**src/rtl/burger_column_ctrl_pkg.sv**
```systemverilog
// Shared types for the burger column controller: layer state encoding,
// screen coordinate type and play-field constants.
package burger_pkg;

    localparam int COORD_W = 10;
    localparam int FRAME_W = 640;

    typedef logic [COORD_W-1:0] coord_t;

    typedef enum logic [1:0] {
        REST    = 2'd0,
        PEND    = 2'd1,
        FALL    = 2'd2,
        STACKED = 2'd3
    } layer_state_t;

endpackage

```
**src/rtl/burger_column_ctrl_if.sv**
```systemverilog
// Interface bundling the chef step inputs and the column status outputs.
// The master side (game logic) drives steps; the slave side is the controller.
interface burger_column_ctrl_if
    import burger_pkg::*;
#(
    parameter int NUM_LAYERS = 4,
    parameter int NUM_SEGS   = 4
);

    logic                               step_valid;
    logic [$clog2(NUM_LAYERS)-1:0]      step_layer;
    logic [$clog2(NUM_SEGS)-1:0]        step_seg;
    logic [NUM_LAYERS*COORD_W-1:0]      layer_y;
    logic [NUM_LAYERS*2-1:0]            layer_state;
    logic [NUM_LAYERS*NUM_SEGS-1:0]     seg_mask;
    logic                               falling;
    logic [$clog2(NUM_LAYERS)-1:0]      active_layer;
    logic [$clog2(NUM_LAYERS+1)-1:0]    stack_count;
    logic                               column_done;

    modport master (
        output step_valid, step_layer, step_seg,
        input  layer_y, layer_state, seg_mask, falling,
               active_layer, stack_count, column_done
    );

    modport slave (
        input  step_valid, step_layer, step_seg,
        output layer_y, layer_state, seg_mask, falling,
               active_layer, stack_count, column_done
    );

endinterface

```
**src/rtl/burger_column_ctrl_rr_arbiter.sv**
```systemverilog
// Combinational round-robin arbiter: picks the first requester after
// last_grant, wrapping around, and reports it one-hot.
module rr_arbiter #(
    parameter int NUM_REQ = 4
) (
    input  logic [NUM_REQ-1:0]         req,
    input  logic [$clog2(NUM_REQ)-1:0] last_grant,
    output logic [NUM_REQ-1:0]         grant,
    output logic                       grant_valid
);

    logic found;

    // Search above last_grant first, then wrap to the low indices
    always_comb begin
        grant = '0;
        found = 1'b0;
        for (int i = 0; i < NUM_REQ; i++) begin
            if (!found && (i > int'(last_grant)) && req[i]) begin
                grant[i] = 1'b1;
                found    = 1'b1;
            end
        end
        for (int i = 0; i < NUM_REQ; i++) begin
            if (!found && (i <= int'(last_grant)) && req[i]) begin
                grant[i] = 1'b1;
                found    = 1'b1;
            end
        end
        grant_valid = found;
    end

endmodule

```
**src/rtl/burger_column_ctrl.sv**
```systemverilog
// Burger column controller: tracks stepped segments per ingredient layer,
// owns the single shared fall engine (round-robin grants, impact handoff)
// and counts layers landed on the plate.
// Optional build macro FALL_ACCEL_EN: fall speed starts at 1 on each grant
// or handoff and ramps every 4 moving frames up to 2*FALL_STEP.
module burger_column_ctrl
    import burger_pkg::*;
#(
    parameter int NUM_LAYERS  = 4,
    parameter int NUM_SEGS    = 4,
    parameter int LAYER_Y0    = 100,
    parameter int LAYER_PITCH = 80,
    parameter int PLATE_Y     = 468,
    parameter int STACK_H     = 16,
    parameter int FALL_STEP   = 2
) (
    input  logic                 frame_clk,
    input  logic                 Reset_n,
    burger_column_ctrl_if.slave  bus
);

    localparam int LW = $clog2(NUM_LAYERS);
    localparam int CW = $clog2(NUM_LAYERS + 1);

    typedef logic [LW-1:0] idx_t;
    typedef logic [CW-1:0] cnt_t;

    layer_state_t          state_q [NUM_LAYERS];
    layer_state_t          state_d [NUM_LAYERS];
    coord_t                y_q     [NUM_LAYERS];
    coord_t                y_d     [NUM_LAYERS];
    logic [NUM_SEGS-1:0]   mask_q  [NUM_LAYERS];
    logic [NUM_SEGS-1:0]   mask_d  [NUM_LAYERS];
    logic                  falling_q, falling_d;
    idx_t                  active_q, active_d;
    cnt_t                  stack_q, stack_d;
    idx_t                  last_grant_q, last_grant_d;
    logic                  done_q, done_d;

    logic [NUM_LAYERS-1:0] pend_req;
    logic [NUM_LAYERS-1:0] grant_oh;
    logic                  grant_valid;
    idx_t                  grant_idx;

    coord_t                cur_y;
    coord_t                plate_top;
    logic                  obs_found;
    coord_t                obs_y;
    idx_t                  obs_idx;
    logic                  layer_hit;
    coord_t                target;
    logic [3:0]            cur_step;
    logic                  move_ok;
    coord_t                next_y;

`ifdef FALL_ACCEL_EN
    logic [3:0]            speed_q, speed_d;
    logic [1:0]            move_cnt_q, move_cnt_d;

    assign cur_step = speed_q;
`else
    assign cur_step = 4'(FALL_STEP);
`endif

    // Collect layers waiting for the fall engine
    always_comb begin
        pend_req = '0;
        for (int i = 0; i < NUM_LAYERS; i++) begin
            pend_req[i] = (state_q[i] == PEND);
        end
    end

    rr_arbiter #(
        .NUM_REQ     (NUM_LAYERS)
    ) u_rr_arbiter (
        .req         (pend_req),
        .last_grant  (last_grant_q),
        .grant       (grant_oh),
        .grant_valid (grant_valid)
    );

    // Convert the one-hot grant into a layer index
    always_comb begin
        grant_idx = '0;
        for (int i = 0; i < NUM_LAYERS; i++) begin
            if (grant_oh[i]) begin
                grant_idx = idx_t'(i);
            end
        end
    end

    // Fall datapath: plate top, nearest resting layer below, and the move test
    always_comb begin
        cur_y     = y_q[active_q];
        plate_top = coord_t'(PLATE_Y) - coord_t'(stack_q) * coord_t'(STACK_H);
        obs_found = 1'b0;
        obs_y     = '1;
        obs_idx   = '0;
        for (int j = 0; j < NUM_LAYERS; j++) begin
            if ((j != int'(active_q)) &&
                ((state_q[j] == REST) || (state_q[j] == PEND)) &&
                (y_q[j] > cur_y) &&
                (!obs_found || (y_q[j] < obs_y))) begin
                obs_found = 1'b1;
                obs_y     = y_q[j];
                obs_idx   = idx_t'(j);
            end
        end
        layer_hit = obs_found && (obs_y <= plate_top);
        target    = layer_hit ? obs_y : plate_top;
        move_ok   = (({1'b0, cur_y} + {7'b0, cur_step}) < {1'b0, target});
        next_y    = cur_y + coord_t'(cur_step);
    end

    // Next-state: stepping, round-robin grant, and per-frame fall/landing
    always_comb begin
        state_d      = state_q;
        y_d          = y_q;
        mask_d       = mask_q;
        falling_d    = falling_q;
        active_d     = active_q;
        stack_d      = stack_q;
        last_grant_d = last_grant_q;
`ifdef FALL_ACCEL_EN
        speed_d      = speed_q;
        move_cnt_d   = move_cnt_q;
`endif

        if (bus.step_valid &&
            (int'(bus.step_layer) < NUM_LAYERS) &&
            (int'(bus.step_seg) < NUM_SEGS)) begin
            if (state_q[bus.step_layer] == REST) begin
                mask_d[bus.step_layer][bus.step_seg] = 1'b1;
                if (&mask_d[bus.step_layer]) begin
                    state_d[bus.step_layer] = PEND;
                end
            end
        end

        if (!falling_q) begin
            if (grant_valid) begin
                state_d[grant_idx] = FALL;
                falling_d          = 1'b1;
                active_d           = grant_idx;
`ifdef FALL_ACCEL_EN
                speed_d            = 4'd1;
                move_cnt_d         = 2'd0;
`endif
            end
        end else begin
            if (move_ok) begin
                y_d[active_q] = next_y;
`ifdef FALL_ACCEL_EN
                if (move_cnt_q == 2'd3) begin
                    move_cnt_d = 2'd0;
                    if (speed_q < 4'(FALL_STEP * 2)) begin
                        speed_d = speed_q + 4'd1;
                    end
                end else begin
                    move_cnt_d = move_cnt_q + 2'd1;
                end
`endif
            end else begin
                y_d[active_q] = target;
                if (layer_hit) begin
                    state_d[active_q] = REST;
                    mask_d[active_q]  = '0;
                    state_d[obs_idx]  = FALL;
                    mask_d[obs_idx]   = '0;
                    active_d          = obs_idx;
`ifdef FALL_ACCEL_EN
                    speed_d           = 4'd1;
                    move_cnt_d        = 2'd0;
`endif
                end else begin
                    state_d[active_q] = STACKED;
                    if (stack_q < cnt_t'(NUM_LAYERS)) begin
                        stack_d = stack_q + cnt_t'(1);
                    end
                    falling_d    = 1'b0;
                    last_grant_d = active_q;
                end
            end
        end

        done_d = (stack_d == cnt_t'(NUM_LAYERS));
    end

    // Column state registers with asynchronous active-low reset
    always_ff @(posedge frame_clk or negedge Reset_n) begin
        if (!Reset_n) begin
            for (int i = 0; i < NUM_LAYERS; i++) begin
                state_q[i] <= REST;
                y_q[i]     <= coord_t'(LAYER_Y0 + i * LAYER_PITCH);
                mask_q[i]  <= '0;
            end
            falling_q    <= 1'b0;
            active_q     <= '0;
            stack_q      <= '0;
            last_grant_q <= idx_t'(NUM_LAYERS - 1);
            done_q       <= 1'b0;
        end else begin
            state_q      <= state_d;
            y_q          <= y_d;
            mask_q       <= mask_d;
            falling_q    <= falling_d;
            active_q     <= active_d;
            stack_q      <= stack_d;
            last_grant_q <= last_grant_d;
            done_q       <= done_d;
        end
    end

`ifdef FALL_ACCEL_EN
    // Fall speed ramp registers
    always_ff @(posedge frame_clk or negedge Reset_n) begin
        if (!Reset_n) begin
            speed_q    <= 4'd1;
            move_cnt_q <= 2'd0;
        end else begin
            speed_q    <= speed_d;
            move_cnt_q <= move_cnt_d;
        end
    end
`endif

    for (genvar g = 0; g < NUM_LAYERS; g++) begin : g_pack
        assign bus.layer_y[COORD_W*g +: COORD_W]   = y_q[g];
        assign bus.layer_state[2*g +: 2]           = state_q[g];
        assign bus.seg_mask[NUM_SEGS*g +: NUM_SEGS] = mask_q[g];
    end

    assign bus.falling      = falling_q;
    assign bus.active_layer = active_q;
    assign bus.stack_count  = stack_q;
    assign bus.column_done  = done_q;

endmodule

```
**src/flat_wrapper.sv**
```systemverilog
// flat-port wrapper written by rule: the top's interface ports become plain ports
module burger_column_ctrl_flat import burger_pkg::*;
#(
    parameter int NUM_LAYERS  = 4,
    parameter int NUM_SEGS    = 4,
    parameter int LAYER_Y0    = 100,
    parameter int LAYER_PITCH = 80,
    parameter int PLATE_Y     = 468,
    parameter int STACK_H     = 16,
    parameter int FALL_STEP   = 2
)
  (frame_clk, Reset_n, bus_step_valid, bus_step_layer, bus_step_seg, bus_layer_y, bus_layer_state, bus_seg_mask, bus_falling, bus_active_layer, bus_stack_count, bus_column_done);
  burger_column_ctrl_if #(.NUM_LAYERS(NUM_LAYERS), .NUM_SEGS(NUM_SEGS)) bus_i ();
  input  logic frame_clk;
  input  logic Reset_n;
  input wire logic [$bits(bus_i.step_valid)-1:0] bus_step_valid;
  input wire logic [$bits(bus_i.step_layer)-1:0] bus_step_layer;
  input wire logic [$bits(bus_i.step_seg)-1:0] bus_step_seg;
  output wire logic [$bits(bus_i.layer_y)-1:0] bus_layer_y;
  output wire logic [$bits(bus_i.layer_state)-1:0] bus_layer_state;
  output wire logic [$bits(bus_i.seg_mask)-1:0] bus_seg_mask;
  output wire logic [$bits(bus_i.falling)-1:0] bus_falling;
  output wire logic [$bits(bus_i.active_layer)-1:0] bus_active_layer;
  output wire logic [$bits(bus_i.stack_count)-1:0] bus_stack_count;
  output wire logic [$bits(bus_i.column_done)-1:0] bus_column_done;
  assign bus_i.step_valid = bus_step_valid;
  assign bus_i.step_layer = bus_step_layer;
  assign bus_i.step_seg = bus_step_seg;
  assign bus_layer_y = bus_i.layer_y;
  assign bus_layer_state = bus_i.layer_state;
  assign bus_seg_mask = bus_i.seg_mask;
  assign bus_falling = bus_i.falling;
  assign bus_active_layer = bus_i.active_layer;
  assign bus_stack_count = bus_i.stack_count;
  assign bus_column_done = bus_i.column_done;
  burger_column_ctrl #(.NUM_LAYERS(NUM_LAYERS), .NUM_SEGS(NUM_SEGS), .LAYER_Y0(LAYER_Y0), .LAYER_PITCH(LAYER_PITCH), .PLATE_Y(PLATE_Y), .STACK_H(STACK_H), .FALL_STEP(FALL_STEP)) u_core (.frame_clk(frame_clk), .Reset_n(Reset_n), .bus(bus_i));
endmodule
```
**config.mk**
```make
export PLATFORM = sky130hd
export DESIGN_NAME = burger_column_ctrl_flat
export DESIGN_NICKNAME = d
export VERILOG_FILES = /design/src/rtl/burger_column_ctrl_pkg.sv /design/src/rtl/burger_column_ctrl_if.sv /design/src/rtl/burger_column_ctrl_rr_arbiter.sv /design/src/rtl/burger_column_ctrl.sv /design/src/flat_wrapper.sv
export SDC_FILE = /design/constraint.sdc
export NUM_CORES = 1
export LEC_CHECK = 0
export CAP_MARGIN = 10
export CORE_MARGIN = 2
export CORE_UTILIZATION = 59
export DETAILED_ROUTE_END_ITERATION = 10
export DONT_BUFFER_PORTS = 1
export GPL_ROUTABILITY_DRIVEN = 0
export HOLD_SLACK_MARGIN = 0.1
export PLACE_DENSITY = 0.75
export SLEW_MARGIN = 10
export SYNTH_ARGS = -nofsm -noshare
export SYNTH_HDL_FRONTEND = slang
export SYNTH_HIERARCHICAL = 1
export SYNTH_SLANG_ARGS = --single-unit
```
**constraint.sdc**
```tcl
create_clock -name frame_clk -period 17.5 [get_ports frame_clk]
set_clock_uncertainty 0.2 [all_clocks]
set_input_delay 3.5 -clock frame_clk [delete_from_list [all_inputs] [get_ports frame_clk]]
set_output_delay 3.5 -clock frame_clk [all_outputs]
set_load 0.02 [all_outputs]
```
==> results of run 1 <==
-- worst register-to-register path, delay by kind of cell (launching register included) --
family | cells | cell delay [ns]
simple gates | 17 | 4.09
flops | 1 | 1.07
compound gates | 24 | 5.85
buf+inv | 3 | 0.54
mux | 4 | 2.15
fa+ha+maj | 6 | 1.85
-- area by class of cell --
type	instances	area share
tap	140	0.0254
clock buffer	10	0.0185
inverter	42	0.0229
sequential	73	0.268
multi-input combinational	628	0.658
clock inverter	6	0.00745
-- routing by layer --
metal	share of wire	vias up
met3	0.13	129
li1	-	2822
met2	0.43	488
met5	0	-
met1	0.36	3031
met4	0.072	0
-- power by group --
group / total (W) / leakage [nW] / switching (W) / internal, W
registers: 0.000338 / 0.846 / 0.000129 / 0.000209
logic: 0.000581 / 2.03 / 0.000354 / 0.000227
clock network: 0.000128 / 0.0875 / 0.0000753 / 0.0000532
-- final timing paths --
path | from | endpoint | depth (start not counted)
worst max-delay path | u_core/bus.active_layer[0] | u_core/bus.layer_y[13] | 54
worst min-delay path | u_core/bus.layer_y[28] | u_core/bus.layer_y[28] | 2
worst max register to register | u_core/bus.active_layer[0] | u_core/bus.layer_y[13] | 54
worst min register to register | u_core/bus.layer_y[28] | u_core/bus.layer_y[28] | 2
max in group asynchronous | Reset_n | u_core/bus.layer_y[32] | 0
min in group asynchronous | Reset_n | u_core/bus.layer_y[24] | 0
-- sequential cells by signal (all words and copies together) (netlist names) --
signal	cells
u_core/bus.layer_y	40
u_core/bus.layer_state	8
u_core/bus.seg_mask	16
u_core/bus.active_layer	2
u_core/bus.column_done	1
u_core/bus.stack_count	3
u_core/last_grant_q	2
u_core/bus.falling	1
-- stage by stage --
| step | power (W) | setup slack, ns | hold WS (ns) |
|---|---|---|---|
| after floorplan | 0.000731 | 4.42 | 0.317 |
| after global placement | 0.000870 | 2.85 | 0.356 |
| after detailed placement | 0.000895 | 2.29 | 0.366 |
| after CTS | 0.00102 | 2.29 | 0.381 |
| after global routing | 0.00112 | 0.934 | 0.405 |
| final | 0.00105 | 1.63 | 0.386 |
==> qor.csv, run 1 <==
stage;metric;value;unit
sta;Slew headroom;0.219;
global_routing;GR peak layer;met2;
logic_synthesis;Syn Nets;855;
clock_network;Worst-Skew Late Latency;0.39;ns
finish;fill count;949;
global_routing;vias in the first global route;6320;
clock_network;CTS Sinks;73;
sta;RSZ-0062 raised after global routing;no;
clock_network;Post-CTS Setup Bufs;0;
clock_network;Longest Clk Path Bufs;2;
place;number of port buffers;0;
global_routing;Overflow after GRT;0;
clock_network;CTS root buf;clkbuf_8;
worst_setup_path;WS Path Type;register to register;
worst_setup_path;slowest cell on the critical path;dfrtp_1;
worst_setup_path;R2R Setup Slk;1.63;ns
clock_network;post-CTS sizing;0;
finish;Layout Cells excl Fill;899;
sta;Hold Violations, Final;0;
floorplanning;# rows;38;
finish;Post-Route Utilization;0.632;
clock_network;TritonCTS clock tree;built;
place;Placed Area;6710;um^2
logic_synthesis;cell area after synthesis;6640;um^2
worst_setup_path;data required time of the worst path;17.55;ns
finish;most frequent cells in the layout;85 x nand2_1, 82 x ha_1, 64 x nor2_1;
sta;Fmax achieved;63.0;MHz
finish;Area Overhead vs Synth;3.69;%
finish;Final #Nets;843;
finish;Design Area, Final;6890;um^2
worst_setup_path;cell family with most CP delay;compound AO/OA/AOI/OAI gates;
finish;fraction of layout cells with a size suffix above 1;0.103;
global_routing;global-route wire length before repair;33.8;mm
clock_network;hold buffer count at CTS;0;
logic_synthesis;Synth Area per Inst;8.67;um^2
worst_setup_path;CP Launch Type;register;
sta;Final min period;15.87;ns
sta;final setup violation count;0;
floorplanning;CORE AREA;10900;um^2
floorplanning;die area;12100;um^2
worst_setup_path;Bufs and invs on worst path;3;
logic_synthesis;Synth Instances;766;
routing;wire length per cell;24.6;um
finish;ANT cells;0;
global_routing;M2 GR Usage;0.582;
routing;via count;6470;
worst_hold_path;Worst Hold Class;register to register;
sta;final worst path period share;0.907;
worst_setup_path;crit-path max cell delay;1.07;ns
finish;Reg area;1850;um^2
run_status;status;finished, final reports clean;
pwr;P_leak;2.96;nW
clock_network;CTS clk-pin slew, worst paths;0.09;ns
routing;final wirelength;22.1;mm
floorplanning;Die Ht;110;um
global_routing;GR Util met3;0.120;
floorplanning;chip width;110;um
pwr;Max rail drop VDD;0.0817;mV
place;dpl cells;883;
worst_setup_path;critical path arrival;15.92;ns
sta;fin. max-slew vios;0;
routing;DR vias/cell;7.20;
floorplanning;Starting Density;0.610;
finish;most common cell after layout, fill and taps aside;nand2_1;
floorplanning;IO Count;78;
worst_setup_path;Critical Path Fanout Max;21;
pwr;power density over the cells;152;nW/um^2
sta;Setup TNS Final;0;ns
routing;Initial DRC Count;933;
worst_setup_path;Critical Path End Type;register;
global_routing;gr usage total;0.378;
clock_network;TritonCTS buffer count;9;
global_routing;GR Util met1;0.458;
place;Detailed Place HPWL;16.5;mm
global_routing;initial antenna violation count;0;
logic_synthesis;synth warn;6;
routing;DRC violations left;0;
clock_network;htree depth;3;
flow_run;number of max-cap violations;0;
finish;multi-input logic area;4530;um^2
routing;Final ANT Viol Nets;0;
global_routing;largest net degree at the start of global routing;74;
routing;Pre-antenna DRT Iters;6;
sta;Slew @ Worst Pin;1.14;ns
No activity file was read; power rests on OpenSTA's default activity.
==> run 2, diff against run 1 <==
GPL_TIMING_DRIVEN = 0   (was default)
SLEW_MARGIN = default   (was 10)
==> qor.csv, run 2 (synthesis results as in run 1) <==
stage;metric;value;unit;change
run_status;status;finished, final reports clean;;
routing;DRC violations left;0;;unchanged
worst_setup_path;data required time of the worst path;17.52;ns;-0.03 ns
worst_setup_path;critical path arrival;16.46;ns;+0.54 ns
place;Detailed Place HPWL;16.4;mm;-0.94%
global_routing;largest net degree at the start of global routing;74;;unchanged
finish;most common cell after layout, fill and taps aside;nand2_1;;
flow_run;number of max-cap violations;0;;unchanged
routing;Final ANT Viol Nets;0;;unchanged
worst_setup_path;Critical Path End Type;register;;
routing;final wirelength;21.4;mm;-3.2%
global_routing;vias in the first global route;6253;;-1.1%
floorplanning;chip width;110;um;unchanged
sta;Slew headroom;0.314;;+0.0948
routing;Initial DRC Count;763;;-18%
clock_network;post-CTS sizing;0;;unchanged
place;number of port buffers;0;;unchanged
global_routing;Overflow after GRT;0;;unchanged
sta;fin. max-slew vios;0;;unchanged
global_routing;gr usage total;0.366;;-0.0115
routing;via count;6471;;+0.015%
pwr;power density over the cells;152;nW/um^2;-0.48%
worst_setup_path;CP Launch Type;register;;
worst_hold_path;Worst Hold Class;register to register;;
sta;final setup violation count;0;;unchanged
clock_network;CTS Sinks;73;;unchanged
sta;Fmax achieved;60.8;MHz;-3.5%
sta;Slew @ Worst Pin;1.02;ns;-0.122 ns
finish;fraction of layout cells with a size suffix above 1;0.109;;+0.00607
finish;ANT cells;0;;unchanged
clock_network;htree depth;3;;unchanged
clock_network;hold buffer count at CTS;0;;unchanged
floorplanning;die area;12100;um^2;unchanged
sta;Hold Violations, Final;0;;unchanged
worst_setup_path;Bufs and invs on worst path;11;;+8
routing;wire length per cell;23.3;um;-5.6%
routing;DR vias/cell;7.03;;-2.4%
finish;fill count;926;;-2.4%
sta;RSZ-0062 raised after global routing;no;;
clock_network;TritonCTS buffer count;9;;unchanged
sta;Setup TNS Final;0;ns;unchanged
floorplanning;# rows;38;;unchanged
sta;Final min period;16.45;ns;+0.574 ns
clock_network;Worst-Skew Late Latency;0.37;ns;-0.02 ns
pwr;Max rail drop VDD;0.0821;mV;+0.58%
pwr;P_leak;3.02;nW;+1.9%
global_routing;initial antenna violation count;0;;unchanged
routing;Pre-antenna DRT Iters;5;;-1
sta;final worst path period share;0.940;;+0.0328
clock_network;CTS clk-pin slew, worst paths;0.10;ns;about the same
clock_network;CTS root buf;clkbuf_8;;
clock_network;TritonCTS clock tree;built;;
floorplanning;IO Count;78;;unchanged
floorplanning;CORE AREA;10900;um^2;unchanged
global_routing;global-route wire length before repair;33.3;mm;-1.5%
floorplanning;Die Ht;110;um;unchanged
worst_setup_path;Critical Path Fanout Max;10;;-52%
clock_network;Post-CTS Setup Bufs;0;;unchanged
worst_setup_path;cell family with most CP delay;compound AO/OA/AOI/OAI gates;;
worst_setup_path;crit-path max cell delay;0.60;ns;-0.47 ns
worst_setup_path;WS Path Type;register to register;;
finish;Area Overhead vs Synth;5.44;%;
finish;Final #Nets;865;;+2.6%
worst_setup_path;slowest cell on the critical path;o22ai_2;;
finish;number of flip-flops in the largest register;40;;unchanged
pwr;Tot Pwr;0.00106;W;+1.2%
floorplanning;Starting Density;0.610;;unchanged
clock_network;Longest Clk Path Bufs;2;;unchanged
finish;most frequent cells in the layout;85 x nand2_1, 82 x ha_1, 64 x nor2_1;;
-- run 2: changes by cell type in the layout (fill, tap and decap cells not counted), moves of 2 or more --
cell / change
buf_2: +3
clkinv_4: -2
buf_4: +2
clkbuf_1: +14
inv_8: +2
inv_6: +2
-- run 2: routing by layer --
layer,routed length [um],global-route usage,vias up
li1,-,-,2877
met1,8150,0.457,3085
met3,2330,0.0841,92
met2,9820,0.589,417
met5,0,0,-
met4,1120,0.199,0
-- run 2: final timing paths --
kind / slack (ns) / end / cells after the start / start
worst max-delay path: 1.05 / u_core/bus.layer_y[24] / 63 / u_core/bus.active_layer[1]
worst min-delay path: 0.39 / u_core/bus.layer_y[6] / 2 / u_core/bus.layer_y[6]
worst max register to register: 1.05 / u_core/bus.layer_y[24] / 63 / u_core/bus.active_layer[1]
worst min register to register: 0.39 / u_core/bus.layer_y[6] / 2 / u_core/bus.layer_y[6]
max in group asynchronous: 14.26 / u_core/bus.layer_y[36] / 0 / Reset_n
min in group asynchronous: 2.62 / u_core/bus.layer_y[9] / 0 / Reset_n
-- run 2: report_power, final --
part | total [W] | switching [W] | leakage, nW | internal (W)
Combinational | 0.000596 | 0.000365 | 2.07 | 0.000231
Sequential | 0.000334 | 0.000125 | 0.846 | 0.000210
Clock | 0.000130 | 0.0000747 | 0.0991 | 0.0000557
-- run 2: worst min-delay path: stages (launching register included) --
cell and delay (ns):
dfstp_2 0.45, nand2_1 0.08, o21ai_1 0.06
-- run 2: cell type report --
cell class,count,area (um^2),area share
multi-input cells,628,4530,0.647
well taps,140,175,0.0250
clock buffers,9,124,0.0177
plain buffers,22,105,0.0150
inverters,42,158,0.0225
clock inverters,7,66.3,0.00947
flip-flops and latches,73,1850,0.264
-- run 2: through the flow --
| step | worst slack, ns | hold slack (ns) | instance area (um^2) | cells | util |
|---|---|---|---|---|---|
| floorplan | 4.42 | 0.317 | 6640 | 766 | - |
| global placement | 1.75 | 0.362 | 6820 | 906 | 0.626 |
| detailed placement | 1.29 | 0.363 | 6820 | 906 | 0.626 |
| CTS | 1.22 | 0.378 | 7010 | 922 | 0.644 |
| global route | 0.324 | 0.389 | 7000 | 921 | 0.643 |
| finish | 1.05 | 0.387 | 7000 | 921 | 0.643 |
==> run 3, diff against run 2 <==
clock period = 21.2 ns   (was 17.5 ns; I/O delays follow)
==> qor.csv, run 3 (synthesis results as in run 1) <==
stage;metric;value;unit;change
finish;Layout Cells excl Fill;922;;+0.11%
global_routing;Overflow after GRT;0;;unchanged
worst_setup_path;data required time of the worst path;21.22;ns;+3.70 ns
clock_network;CTS clk-pin slew, worst paths;0.10;ns;about the same
finish;Final #Nets;866;;+0.12%
sta;Final min period;16.84;ns;+0.393 ns
sta;final worst slack;4.36;ns;+3.31 ns
finish;fill count;928;;+0.22%
floorplanning;die area;12100;um^2;unchanged
floorplanning;Die Ht;110;um;unchanged
place;dpl cells;906;;unchanged
worst_setup_path;crit-path max cell delay;0.64;ns;+0.04 ns
floorplanning;IO Count;78;;unchanged
pwr;power density over the cells;125;nW/um^2;-17%
routing;Final ANT Viol Nets;0;;unchanged
routing;wire length per cell;23.4;um;+0.54%
run_status;status;finished, final reports clean;;
clock_network;CTS Sinks;73;;unchanged
flow_run;number of max-cap violations;0;;unchanged
clock_network;CTS root buf;clkbuf_8;;
floorplanning;Starting Density;0.610;;unchanged
place;Detailed Place HPWL;16.4;mm;unchanged
sta;Setup TNS Final;0;ns;unchanged
sta;final worst path period share;0.794;;-0.145
clock_network;Longest Clk Path Bufs;2;;unchanged
global_routing;vias in the first global route;6253;;unchanged
floorplanning;# rows;38;;unchanged
worst_setup_path;WS Path Type;register to register;;
sta;Fmax achieved;59.4;MHz;-2.3%
worst_setup_path;Critical Path End Type;register;;
worst_setup_path;Most common cell on crit path;ha_1;;
worst_setup_path;critical path arrival;16.86;ns;+0.40 ns
routing;Initial DRC Count;790;;+3.5%
routing;final wirelength;21.6;mm;+0.65%
clock_network;post-CTS sizing;0;;unchanged
finish;most common cell after layout, fill and taps aside;nand2_1;;
sta;fin. max-slew vios;0;;unchanged
worst_setup_path;Worst R2R Start;u_core/bus.active_layer[0];;
worst_hold_path;Worst Hold Class;register to register;;
global_routing;gr usage total;0.366;;unchanged
finish;Reg area;1850;um^2;unchanged
worst_hold_path;hold path start;u_core/bus.layer_y[6];;
place;worst slack at placement;4.99;ns;+3.70 ns
sta;Slew @ Worst Pin;1.00;ns;-0.0162 ns
clock_network;htree depth;3;;unchanged
worst_setup_path;r2r endpoint;u_core/bus.layer_y[24];;
global_routing;initial antenna violation count;0;;unchanged
pwr;Max rail drop VDD;0.0680;mV;-17%
worst_setup_path;R2R depth;63;;unchanged
routing;Pre-antenna DRT Iters;5;;unchanged
sta;Hold Violations, Final;0;;unchanged
floorplanning;CORE AREA;10900;um^2;unchanged
pwr;Tot Pwr;0.000878;W;-17%
sta;RSZ-0062 raised after global routing;no;;
clock_network;Post-CTS Setup Bufs;0;;unchanged
routing;DR vias/cell;6.98;;-0.66%
routing;DRC violations left;0;;unchanged
finish;most frequent cells in the layout;85 x nand2_1, 82 x ha_1, 64 x nor2_1;;
clock_network;hold buffer count at CTS;0;;unchanged
sta;final setup violation count;0;;unchanged
finish;ANT cells;0;;unchanged
worst_setup_path;R2R Setup Slk;4.36;ns;+3.31 ns
worst_hold_path;worst hold endpoint;u_core/bus.layer_y[6];;
clock_network;Worst-Skew Late Latency;0.37;ns;about the same
clock_network;TritonCTS clock tree;built;;
finish;fraction of layout cells with a size suffix above 1;0.109;;-0.000139
finish;number of flip-flops in the largest register;40;;unchanged
sta;Slew headroom;0.325;;+0.0109
worst_setup_path;CP Launch Type;register;;
place;number of port buffers;0;;unchanged
global_routing;largest net degree at the start of global routing;74;;unchanged
finish;Area Overhead vs Synth;5.50;%;about the same
floorplanning;chip width;110;um;unchanged
worst_hold_path;hold path depth;2;;unchanged
routing;via count;6435;;-0.56%
finish;multi-input logic area;4530;um^2;unchanged
clock_network;TritonCTS buffer count;9;;unchanged
worst_setup_path;slowest cell on the critical path;mux4_2;;
pwr;P_leak;3.02;nW;about the same
worst_setup_path;Critical Path Fanout Max;10;;unchanged
global_routing;global-route wire length before repair;33.3;mm;unchanged
-- run 3: worst max-delay path: cells and delay by family (launching register included) --
family          cells  cell delay (ns)
buf+inv            11             3.35
simple gates       19             3.66
flops               1             0.50
compound gates     23             4.97
fa+ha+maj           6             1.84
mux                 4             2.14
-- run 3: routing by layer --
layer  GRT usage  wire length [um]  part of all wire  up-vias
met5           0                 0                 0        -
met3      0.0841              2160              0.10       82
met4       0.199              1130             0.052        0
met1       0.457              8350              0.39     3070
met2       0.589              9920              0.46      403
li1            -                 -                 -     2880
-- run 3: where the power goes --
part           switching, W  internal [W]
Clock             0.0000623     0.0000459
Sequential         0.000103      0.000173
Combinational      0.000303      0.000191
-- run 3: stage by stage --
step           area [um^2]  hold slack (ns)  utilization
2_1_floorplan         6640            0.317            -
3_3_place_gp          6820            0.362        0.626
3_5_place_dp          6820            0.363        0.626
4_1_cts               7010            0.378        0.644
5_1_grt               7010            0.389        0.644
6_report              7010            0.383        0.644
-- run 3: how the worst max path moves through the flow --
stage	startpoint	endpoint	depth (start not counted)
after floorplan	u_core/bus.active_layer[0]	u_core/bus.layer_y[30]	62
after global placement	u_core/bus.active_layer[0]	u_core/bus.layer_y[30]	63
after detailed placement	u_core/bus.active_layer[0]	u_core/bus.layer_y[30]	63
after CTS	u_core/bus.active_layer[0]	u_core/bus.layer_y[30]	63
after global routing	u_core/bus.active_layer[0]	u_core/bus.layer_y[30]	63
final	u_core/bus.active_layer[0]	u_core/bus.layer_y[24]	63
-- run 3: area by class of cell --
class | count | area share
Buffer | 23 | 0.0155
Sequential cell | 73 | 0.263
Multi-Input combinational cell | 628 | 0.646
Clock inverter | 7 | 0.00946
Tap cell | 140 | 0.0250
Clock buffer | 9 | 0.0177
Inverter | 42 | 0.0225
